[src/rtl/spi_memory_slave_if.sv]
// Signal bundle between the SPI mode-0 slave front end, its pin conditioners and the
// register memory it reads and writes.
interface spi_memory_slave_if #(
  parameter int ADDR_WIDTH = 7,
  parameter int DATA_WIDTH = 8
);
  logic                  cs_cond;
  logic                  sclk_pos;
  logic                  sclk_neg;
  logic                  mosi_cond;
  logic [DATA_WIDTH-1:0] mem_rdata;
  logic [ADDR_WIDTH-1:0] mem_addr;
  logic [DATA_WIDTH-1:0] mem_wdata;
  logic                  mem_we;
  logic                  miso_out;
  logic                  miso_oe;
  logic                  busy;

  modport slave (
    input  cs_cond, sclk_pos, sclk_neg, mosi_cond, mem_rdata,
    output mem_addr, mem_wdata, mem_we, miso_out, miso_oe, busy
  );

  modport master (
    output cs_cond, sclk_pos, sclk_neg, mosi_cond, mem_rdata,
    input  mem_addr, mem_wdata, mem_we, miso_out, miso_oe, busy
  );
endinterface

[src/rtl/spi_memory_slave.sv]
// SPI mode-0 slave: decodes an address + R/W header, then writes one word to memory
// or reads one word and shifts it out on MISO.
module spi_memory_slave #(
  parameter int ADDR_WIDTH = 7,
  parameter int DATA_WIDTH = 8
) (
  input logic               clk,
  input logic               reset,
  spi_memory_slave_if.slave bus
);

  // Largest pre-shift history needed: the address bits, or all but the last data bit.
  localparam int CNT_MAX = (ADDR_WIDTH > DATA_WIDTH - 1) ? ADDR_WIDTH : DATA_WIDTH - 1;
  localparam int CW      = $clog2(CNT_MAX + 1);

  localparam logic [CW-1:0] HDR_LAST  = CW'(ADDR_WIDTH);
  localparam logic [CW-1:0] DATA_LAST = CW'(DATA_WIDTH - 1);
  localparam logic [CW-1:0] CNT_ONE   = CW'(1);

  typedef enum logic [2:0] {
    IDLE,
    HEADER,
    RD_WAIT,
    RD_LOAD,
    RD_SHIFT,
    WR_DATA,
    WR_COMMIT,
    DONE
  } state_t;

  state_t                state;
  logic [CW-1:0]         bit_cnt;
  logic [CNT_MAX-1:0]    shift_in;
  logic [DATA_WIDTH-1:0] shift_out;
  logic [ADDR_WIDTH-1:0] mem_addr;
  logic [DATA_WIDTH-1:0] mem_wdata;
  logic                  mem_we;
  logic                  miso_oe;
  logic                  busy;

  always_ff @(posedge clk) begin
    if (reset) begin
      state     <= IDLE;
      bit_cnt   <= '0;
      shift_in  <= '0;
      shift_out <= '0;
      mem_addr  <= '0;
      mem_wdata <= '0;
      mem_we    <= 1'b0;
      miso_oe   <= 1'b0;
      busy      <= 1'b0;
    end else begin
      mem_we <= 1'b0;

      if (state == IDLE) begin
        if (!bus.cs_cond) begin
          state   <= HEADER;
          bit_cnt <= '0;
          busy    <= 1'b1;
        end
      end else if (state == WR_COMMIT) begin
        // The strobe is issued even if CS rises now, so a completed write is never lost.
        mem_we <= 1'b1;
        state  <= DONE;
      end else if (bus.cs_cond) begin
        state   <= IDLE;
        bit_cnt <= '0;
        miso_oe <= 1'b0;
        busy    <= 1'b0;
      end else begin
        case (state)
          HEADER: begin
            if (bus.sclk_pos) begin
              shift_in <= {shift_in[CNT_MAX-2:0], bus.mosi_cond};
              if (bit_cnt == HDR_LAST) begin
                // NOTE: non-blocking updates mean shift_in here is still the pre-shift value,
                // so its low bits are exactly the address and mosi_cond is the R/W bit.
                mem_addr <= shift_in[ADDR_WIDTH-1:0];
                bit_cnt  <= '0;
                state    <= bus.mosi_cond ? RD_WAIT : WR_DATA;
              end else begin
                bit_cnt <= bit_cnt + CNT_ONE;
              end
            end
          end

          RD_WAIT: state <= RD_LOAD;

          RD_LOAD: begin
            shift_out <= bus.mem_rdata;
            miso_oe   <= 1'b1;
            state     <= RD_SHIFT;
          end

          RD_SHIFT: begin
            if (bus.sclk_pos) begin
              if (bit_cnt == DATA_LAST) begin
                bit_cnt <= '0;
                miso_oe <= 1'b0;
                state   <= DONE;
              end else begin
                bit_cnt <= bit_cnt + CNT_ONE;
              end
            end else if (bus.sclk_neg && bit_cnt != '0) begin
              // Zero count means this is the header's trailing falling edge: MSB must stay put.
              shift_out <= {shift_out[DATA_WIDTH-2:0], 1'b0};
            end
          end

          WR_DATA: begin
            if (bus.sclk_pos) begin
              shift_in <= {shift_in[CNT_MAX-2:0], bus.mosi_cond};
              if (bit_cnt == DATA_LAST) begin
                mem_wdata <= {shift_in[DATA_WIDTH-2:0], bus.mosi_cond};
                bit_cnt   <= '0;
                state     <= WR_COMMIT;
              end else begin
                bit_cnt <= bit_cnt + CNT_ONE;
              end
            end
          end

          DONE: miso_oe <= 1'b0;

          default: state <= IDLE;
        endcase
      end
    end
  end

  assign bus.mem_addr  = mem_addr;
  assign bus.mem_wdata = mem_wdata;
  assign bus.mem_we    = mem_we;
  assign bus.miso_out  = shift_out[DATA_WIDTH-1];
  assign bus.miso_oe   = miso_oe;
  assign bus.busy      = busy;

endmodule

[src/flat_wrapper.sv]
// flat-port wrapper written by rule: the top's interface ports become plain ports
module spi_memory_slave_flat 
#(
  parameter int ADDR_WIDTH = 7,
  parameter int DATA_WIDTH = 8
)
  (clk, reset, bus_cs_cond, bus_sclk_pos, bus_sclk_neg, bus_mosi_cond, bus_mem_rdata, bus_mem_addr, bus_mem_wdata, bus_mem_we, bus_miso_out, bus_miso_oe, bus_busy);
  spi_memory_slave_if #(.ADDR_WIDTH(ADDR_WIDTH), .DATA_WIDTH(DATA_WIDTH)) bus_i ();
  input logic clk;
  input logic reset;
  input wire logic [$bits(bus_i.cs_cond)-1:0] bus_cs_cond;
  input wire logic [$bits(bus_i.sclk_pos)-1:0] bus_sclk_pos;
  input wire logic [$bits(bus_i.sclk_neg)-1:0] bus_sclk_neg;
  input wire logic [$bits(bus_i.mosi_cond)-1:0] bus_mosi_cond;
  input wire logic [$bits(bus_i.mem_rdata)-1:0] bus_mem_rdata;
  output wire logic [$bits(bus_i.mem_addr)-1:0] bus_mem_addr;
  output wire logic [$bits(bus_i.mem_wdata)-1:0] bus_mem_wdata;
  output wire logic [$bits(bus_i.mem_we)-1:0] bus_mem_we;
  output wire logic [$bits(bus_i.miso_out)-1:0] bus_miso_out;
  output wire logic [$bits(bus_i.miso_oe)-1:0] bus_miso_oe;
  output wire logic [$bits(bus_i.busy)-1:0] bus_busy;
  assign bus_i.cs_cond = bus_cs_cond;
  assign bus_i.sclk_pos = bus_sclk_pos;
  assign bus_i.sclk_neg = bus_sclk_neg;
  assign bus_i.mosi_cond = bus_mosi_cond;
  assign bus_i.mem_rdata = bus_mem_rdata;
  assign bus_mem_addr = bus_i.mem_addr;
  assign bus_mem_wdata = bus_i.mem_wdata;
  assign bus_mem_we = bus_i.mem_we;
  assign bus_miso_out = bus_i.miso_out;
  assign bus_miso_oe = bus_i.miso_oe;
  assign bus_busy = bus_i.busy;
  spi_memory_slave #(.ADDR_WIDTH(ADDR_WIDTH), .DATA_WIDTH(DATA_WIDTH)) u_core (.clk(clk), .reset(reset), .bus(bus_i));
endmodule
[config.mk]
export PLATFORM = sky130hd
export DESIGN_NAME = spi_memory_slave_flat
export DESIGN_NICKNAME = d
export VERILOG_FILES = /design/src/rtl/spi_memory_slave_if.sv /design/src/rtl/spi_memory_slave.sv /design/src/flat_wrapper.sv
export SDC_FILE = /design/constraint.sdc
export NUM_CORES = 1
export LEC_CHECK = 0
export CORE_ASPECT_RATIO = 0.8
export CORE_MARGIN = 1
export CORE_UTILIZATION = 40
export CTS_BUF_LIST = sky130_fd_sc_hd__clkbuf_4 sky130_fd_sc_hd__clkbuf_8
export CTS_CLUSTER_SIZE = 16
export DETAILED_ROUTE_END_ITERATION = 8
export PLACE_DENSITY = 0.66
export SLEW_MARGIN = 20
export SYNTH_ARGS = -nofsm -noshare
export SYNTH_HDL_FRONTEND = slang
export SYNTH_SLANG_ARGS = --single-unit
export TNS_END_PERCENT = 5
[constraint.sdc]
create_clock -name clk -period 1.5 [get_ports clk]
set_clock_uncertainty 0.05 [all_clocks]
set_input_delay 0.15 -clock clk [delete_from_list [all_inputs] [get_ports clk]]
set_output_delay 0.15 -clock clk [all_outputs]
set_load 0.05 [all_outputs]
## After elaboration in Yosys (flattened, before gate mapping)

Cells that the tools add are included.

| cells by class | value |
|---|---|
| $add $sub $neg | 1 |
| equality and inequality tests | 21 |
| mux-type cells | 31 |
| bitwise operators | 3 |
| reduce and logical (&&, ||, !) cells | 19 |

Operators with widths:

| kind | count |
|---|---|
| 3-bit 2-to-1 mux | 18 |
| 3-bit case mux with 6 select lines | 1 |
| 6-bit AND reduction | 3 |
| 8-bit 2-to-1 mux | 2 |
| 8-bit case mux with 2 select lines | 1 |
| 3-bit == test (second input constant) | 5 |
| 5-bit by 2-bit != test with 1-bit output (second input constant) | 3 |
| 5-bit by 3-bit != test with 1-bit output (second input constant) | 3 |
| 5-bit AND reduction | 2 |
| 3-bit nonzero test | 3 |
| 1-bit 2-to-1 mux | 8 |
| 8-bit AND reduction | 1 |
| 3-bit by 2-bit == test with 1-bit output (second input constant) | 2 |
| 2-bit by 1-bit != test with 1-bit output (second input constant) | 2 |
| 2-bit != test (second input constant) | 2 |
| 4-bit by 2-bit != test with 1-bit output (second input constant) | 1 |
| 4-bit AND reduction | 1 |
| 2-bit nonzero test | 2 |
| 4-bit nonzero test | 1 |
| 2-bit OR reduction | 2 |
| 3-bit by 1-bit adder with 3-bit output (second input constant) | 1 |
| 3-bit by 1-bit == test with 1-bit output (second input constant) | 1 |
| 3-bit zero test | 1 |
| 3-bit by 2-bit != test with 1-bit output (second input constant) | 1 |
| 6 further kinds | 8 |

| storage, ports and cells | value |
|---|---|
| flip-flop bits (word level) | 39 |
| input bits | 14 |
| output and inout port bits | 19 |
| logic and storage cells | 84 |

## Logic depth before layout (Yosys ltp)

Gate-level depths: netlist of the first run.

| logic depth | value |
|---|---|
| depth after elaboration | 7 |
| depth in mapped cells | 7 |
| gate-level depth less buffers | 6 |

## Least setup slack after synthesis of the first run

No wires, ideal clock.

| timing | value |
|---|---|
| kind | register to register |
| start | register u_core.state[2] |
| end | register u_core.shift_out[1] |
| setup time | 0.067 ns |
| arrival | 1.459 ns |
| required time | 1.383 ns |
| path slack | -0.076 ns |
| stages on the path, launching flop included | 7 |
| buffers on the path | 2 |
| clock period less this slack | 1.576 ns |
| cells stage by stage | dfxtp_1 > buf_4 > nor3b_4 > a32oi_4 > buf_6 > a211o_1 > a21oi_2 |

| between the ends | value |
|---|---|
| word-level cells in the longest chain between the ends | 3 |

Ends and longest elaborated chain:

| what | line | text |
|---|---|---|
| from (decl) | spi_memory_slave.sv:31 | `state_t state;` |
| from (signal assigned) | spi_memory_slave.sv:80 | `state <= bus.mosi_cond ? RD_WAIT : WR_DATA;` |
| 3-bit == test, or another cell as far along | spi_memory_slave.sv:71 | `case (state)` |
| 2-bit by 1-bit != test with 1-bit output (no source line), or another cell as far along | - |  |
| 6-bit AND reduction (no source line) | - |  |
| to (signal assigned) | spi_memory_slave.sv:90 | `shift_out <= bus.mem_rdata;` |
| to (signal assigned) | spi_memory_slave.sv:106 | `shift_out <= {shift_out[DATA_WIDTH-2:0], 1'b0};` |
| to (decl) | spi_memory_slave.sv:34 | `logic [DATA_WIDTH-1:0] shift_out;` |

Parallel ways exist; a longest one is shown, timed or not.
A chain may end at the register's enable or synchronous reset.

## Worst setup path in the final report of the first run

| timing | value |
|---|---|
| start | register u_core.state[0] |
| end | register u_core.shift_out[7] |

The elaborated chain is that of the path after synthesis.

==> impl_metrics.ini, run 1 <==
[yosys]
synth_flop_cell = dfxtp_1
ys_top_cells_by_count = dfxtp_1 (39), nor2_1 (25), mux2i_1 (24), nand2_1 (19), a21oi_1 (14)
yosysSeqAreaShare_pct = 42.1
syn-num-nets = 222
ys_async_sr_fraction_pct = 0
yosysTopAreaCellShare_pct = 42.1
synth_edf_count = 0
synth.area.top_cells = dfxtp_1 (42%), mux2i_1 (13%), nor2_1 (5.1%), nand2_1 (3.8%), a21oi_1 (3.8%)
syn_area_per_cell_um2 = 9.04
ys_warn_count = 0
synth_most_common_cell = dfxtp_1
synth_area_leader_cell = dfxtp_1
yosysUniqueCellTypes = 42
synthCells = 205
ys_ff_latch = 39
syn_area_um2 = 1850

[die]
start_util_pct = 43.0
core_um2 = 4310
rows = 21
die_width_um = 78.1
dieArea_um2 = 4910
dieHeight_um = 62.9
pin_count = 33

[worst_setup_path]
r2r_end = u_core.shift_out[7]$_SDFFE_PP0P_
worst-r2r-cell-count = 6
worst-path-buf-inv = 2
r2r_start = u_core.state[0]$_SDFFE_PP0P_
cp_num_cells = 6
critPathMaxStageDelay_ps = 370
critPathLaunchType = flop
crit_slowest_cell = dfxtp_4
worst_setup_path_end_kind = flop
r2r_setup_slack_ps = -60
crit_type = flop to flop
required_ps = 1670
crit_fanout = 15
critPathTopFamily = compound AO/OA/AOI/OAI gates
critPathArrivalTime_ps = 1720
path_cells = buf_4 > nor3b_4 > a32oi_4 > buf_12 > a211o_1 > a21oi_1
crit_path_end = u_core.shift_out[7]$_SDFFE_PP0P_
crit_start = u_core.state[0]$_SDFFE_PP0P_

[timing]
fin_crit_sh_pct = 104
setup_viol = 23
timing.slew.headroom_pct = 76.9
slew_violations = 0
worst_slack_ps = -55.5
fin_crit_ps = 1560
max_freq_ghz = 0.643
rsz0062_at_grt = yes
hold_viol = 0
max_slew.worst_pin.slew_ps = 343

[cells_and_area]
drive_above_1_share_pct = 29.9
antenna-diode-count = 0
area_delta_synth_final_pct = 41.5
multiInputGateArea_um2 = 1030
final_nets = 280
fin_util_pct = 60.8
final_cell_area_um2 = 2620
final-seq-area_um2 = 787
fill_cells = 375

[cts]
clock-root-buffer = clkbuf_8
cts_tree = yes
htree_levels = 2
clock-sinks = 39
cts_hold_buffers = 0
clock_latency_ps = 280
clk_pin_slew_ps = 80
clock_tree.buffer_depth = 2
tritoncts.num_buffers = 5

[global_routing]
groute.layer.met3.usage_pct = 3.94
overflow = 0
grt_pass1_wl_um = 7380
busiest_layer = met2
met1_usage_pct = 25.3
grt_pass1_vias = 1567
antenna_found_initial = 0
grt_max_degree = 23
grtUsageMet2_pct = 30.5
grt_use_total_pct = 18.7

[place]
post_dp_cell_area_um2 = 2440
dp_hpwl_um = 3000
gp_congestion = 0.815
portBuffers = 32
place_ws_ps = -306

[route]
drcViolationCount = 0
post_drt_wl_per_cell_um = 13.5
via_per_inst = 5.13
drt_wl_total_um = 4340
drt_iter0_drc = 82
dr.pass1.iters = 4
vias = 1648
final_antenna_net_count = 0

[pwr]
power_leakage_uw = 0.00114
fin_total_pwr_uw = 2180
vdd_drop_max_uv = 597
powerDensity_nw_per_um2 = 831

[status]
violations = negative setup slack
run_status = finished with violations

[worst_hold_path]
hold_class = input pin to flop

[job]
maxCapViolCount = 0
[stage by stage]
step | instances | hold slack (ps) | TNS, ps
2_1_floorplan | 205 | 244 | -282
3_3_place_gp | 312 | 411 | -8000
3_5_place_dp | 312 | 418 | -9300
4_1_cts | 321 | 403 | -988
5_1_grt | 321 | 428 | -3320
6_report | 321 | 412 | -723
[sequential cells by signal, indices dropped and copies added, names as in the netlist]
register and count:
u_core.bus.busy 1, u_core.bus.mem_addr 7, u_core.shift_out 8, u_core.bus.mem_wdata 8, u_core.bit_cnt 3, u_core.state 3
u_core.bus.mem_we 1, u_core.bus.miso_oe 1, u_core.shift_in 7
[worst min-delay path: cells and delay by family]
| family | cells | cell delay [ps] |
|---|---|---|
| AO/OA/AOI/OAI | 1 | 60 |
| AND/OR/NAND/NOR | 1 | 70 |
| buffers and inverters | 1 | 410 |
[final cells by class]
cell class | instances | share of cell area (%)
Multi-Input combinational cell | 147 | 39.4
Sequential cell | 39 | 30.0
Timing Repair Buffer | 66 | 22.8
Clock buffer | 6 | 3.15
Tap cell | 57 | 2.72
Clock inverter | 2 | 1.34
Inverter | 4 | 0.573
[layer usage]
layer,vias up,share of wire (%)
met1,782,50
met4,0,0.55
met2,34,45
li1,830,-
met3,2,3.7
met5,-,0
[repair_timing]
item	CTS	global route
pin swaps	5	5
buffers inserted	2	0
resized for setup	11	7
setup endpoints to repair	36	37
[worst min-delay path by stage]
stage                                      from                                    to  slack, ps  cells past startpoint
3_5_place_dp   u_core.shift_out[3]$_SDFFE_PP0P_      u_core.shift_out[3]$_SDFFE_PP0P_        420                      2
2_1_floorplan                     bus_mosi_cond  u_core.bus.mem_wdata[0]$_SDFFE_PP0P_        240                      2
5_1_grt                        bus_mem_rdata[0]      u_core.shift_out[0]$_SDFFE_PP0P_        430                      3
6_report                       bus_mem_rdata[0]      u_core.shift_out[0]$_SDFFE_PP0P_        410                      3
3_3_place_gp   u_core.shift_out[6]$_SDFFE_PP0P_      u_core.shift_out[6]$_SDFFE_PP0P_        410                      2
4_1_cts                        bus_mem_rdata[0]      u_core.shift_out[0]$_SDFFE_PP0P_        400                      3
[cells in the final DEF (no fill, tap or decap), types with 5 or more instances in the layout]
| master | instances |
|---|---|
| buf_4 | 46 |
| mux2i_1 | 23 |
| a211o_1 | 7 |
| clkdlybuf4s50_1 | 12 |
| nor2_1 | 25 |
| o21ai_0 | 9 |
| a21oi_1 | 13 |
| nand2_1 | 18 |
| dfxtp_1 | 36 |
| nor2b_1 | 5 |
| clkbuf_8 | 6 |
| buf_12 | 5 |
[cells by family (layout without fill, tap and decap cells)]
family          after synthesis  in the layout  share of synthesized area [%]
compound gates               46             46                           17.4
fa+ha+maj                     3              3                           2.03
simple gates                 73             73                           19.9
flops                        39             39                           42.1
mux                          25             25                           13.6
buf+inv                      19             78                           4.93
[report_power, final]
part / internal [uW] / switching, uW
Clock: 538 / 361
Combinational: 124 / 102
Sequential: 1040 / 10.7
Total: 1700 / 474
(Power assumes the default switching activity.)
==> inputs of run 2 (changes only) <==
--- a/config.mk
+++ b/config.mk
@@ -5,6 +5,7 @@
 export SDC_FILE = /design/constraint.sdc
 export NUM_CORES = 1
 export LEC_CHECK = 0
+export CAP_MARGIN = 30
 export CORE_ASPECT_RATIO = 0.8
 export CORE_MARGIN = 1
 export CORE_UTILIZATION = 40
==> results of run 2 <==
No change in the layout: final DEF, timing and power equal those of run 1.
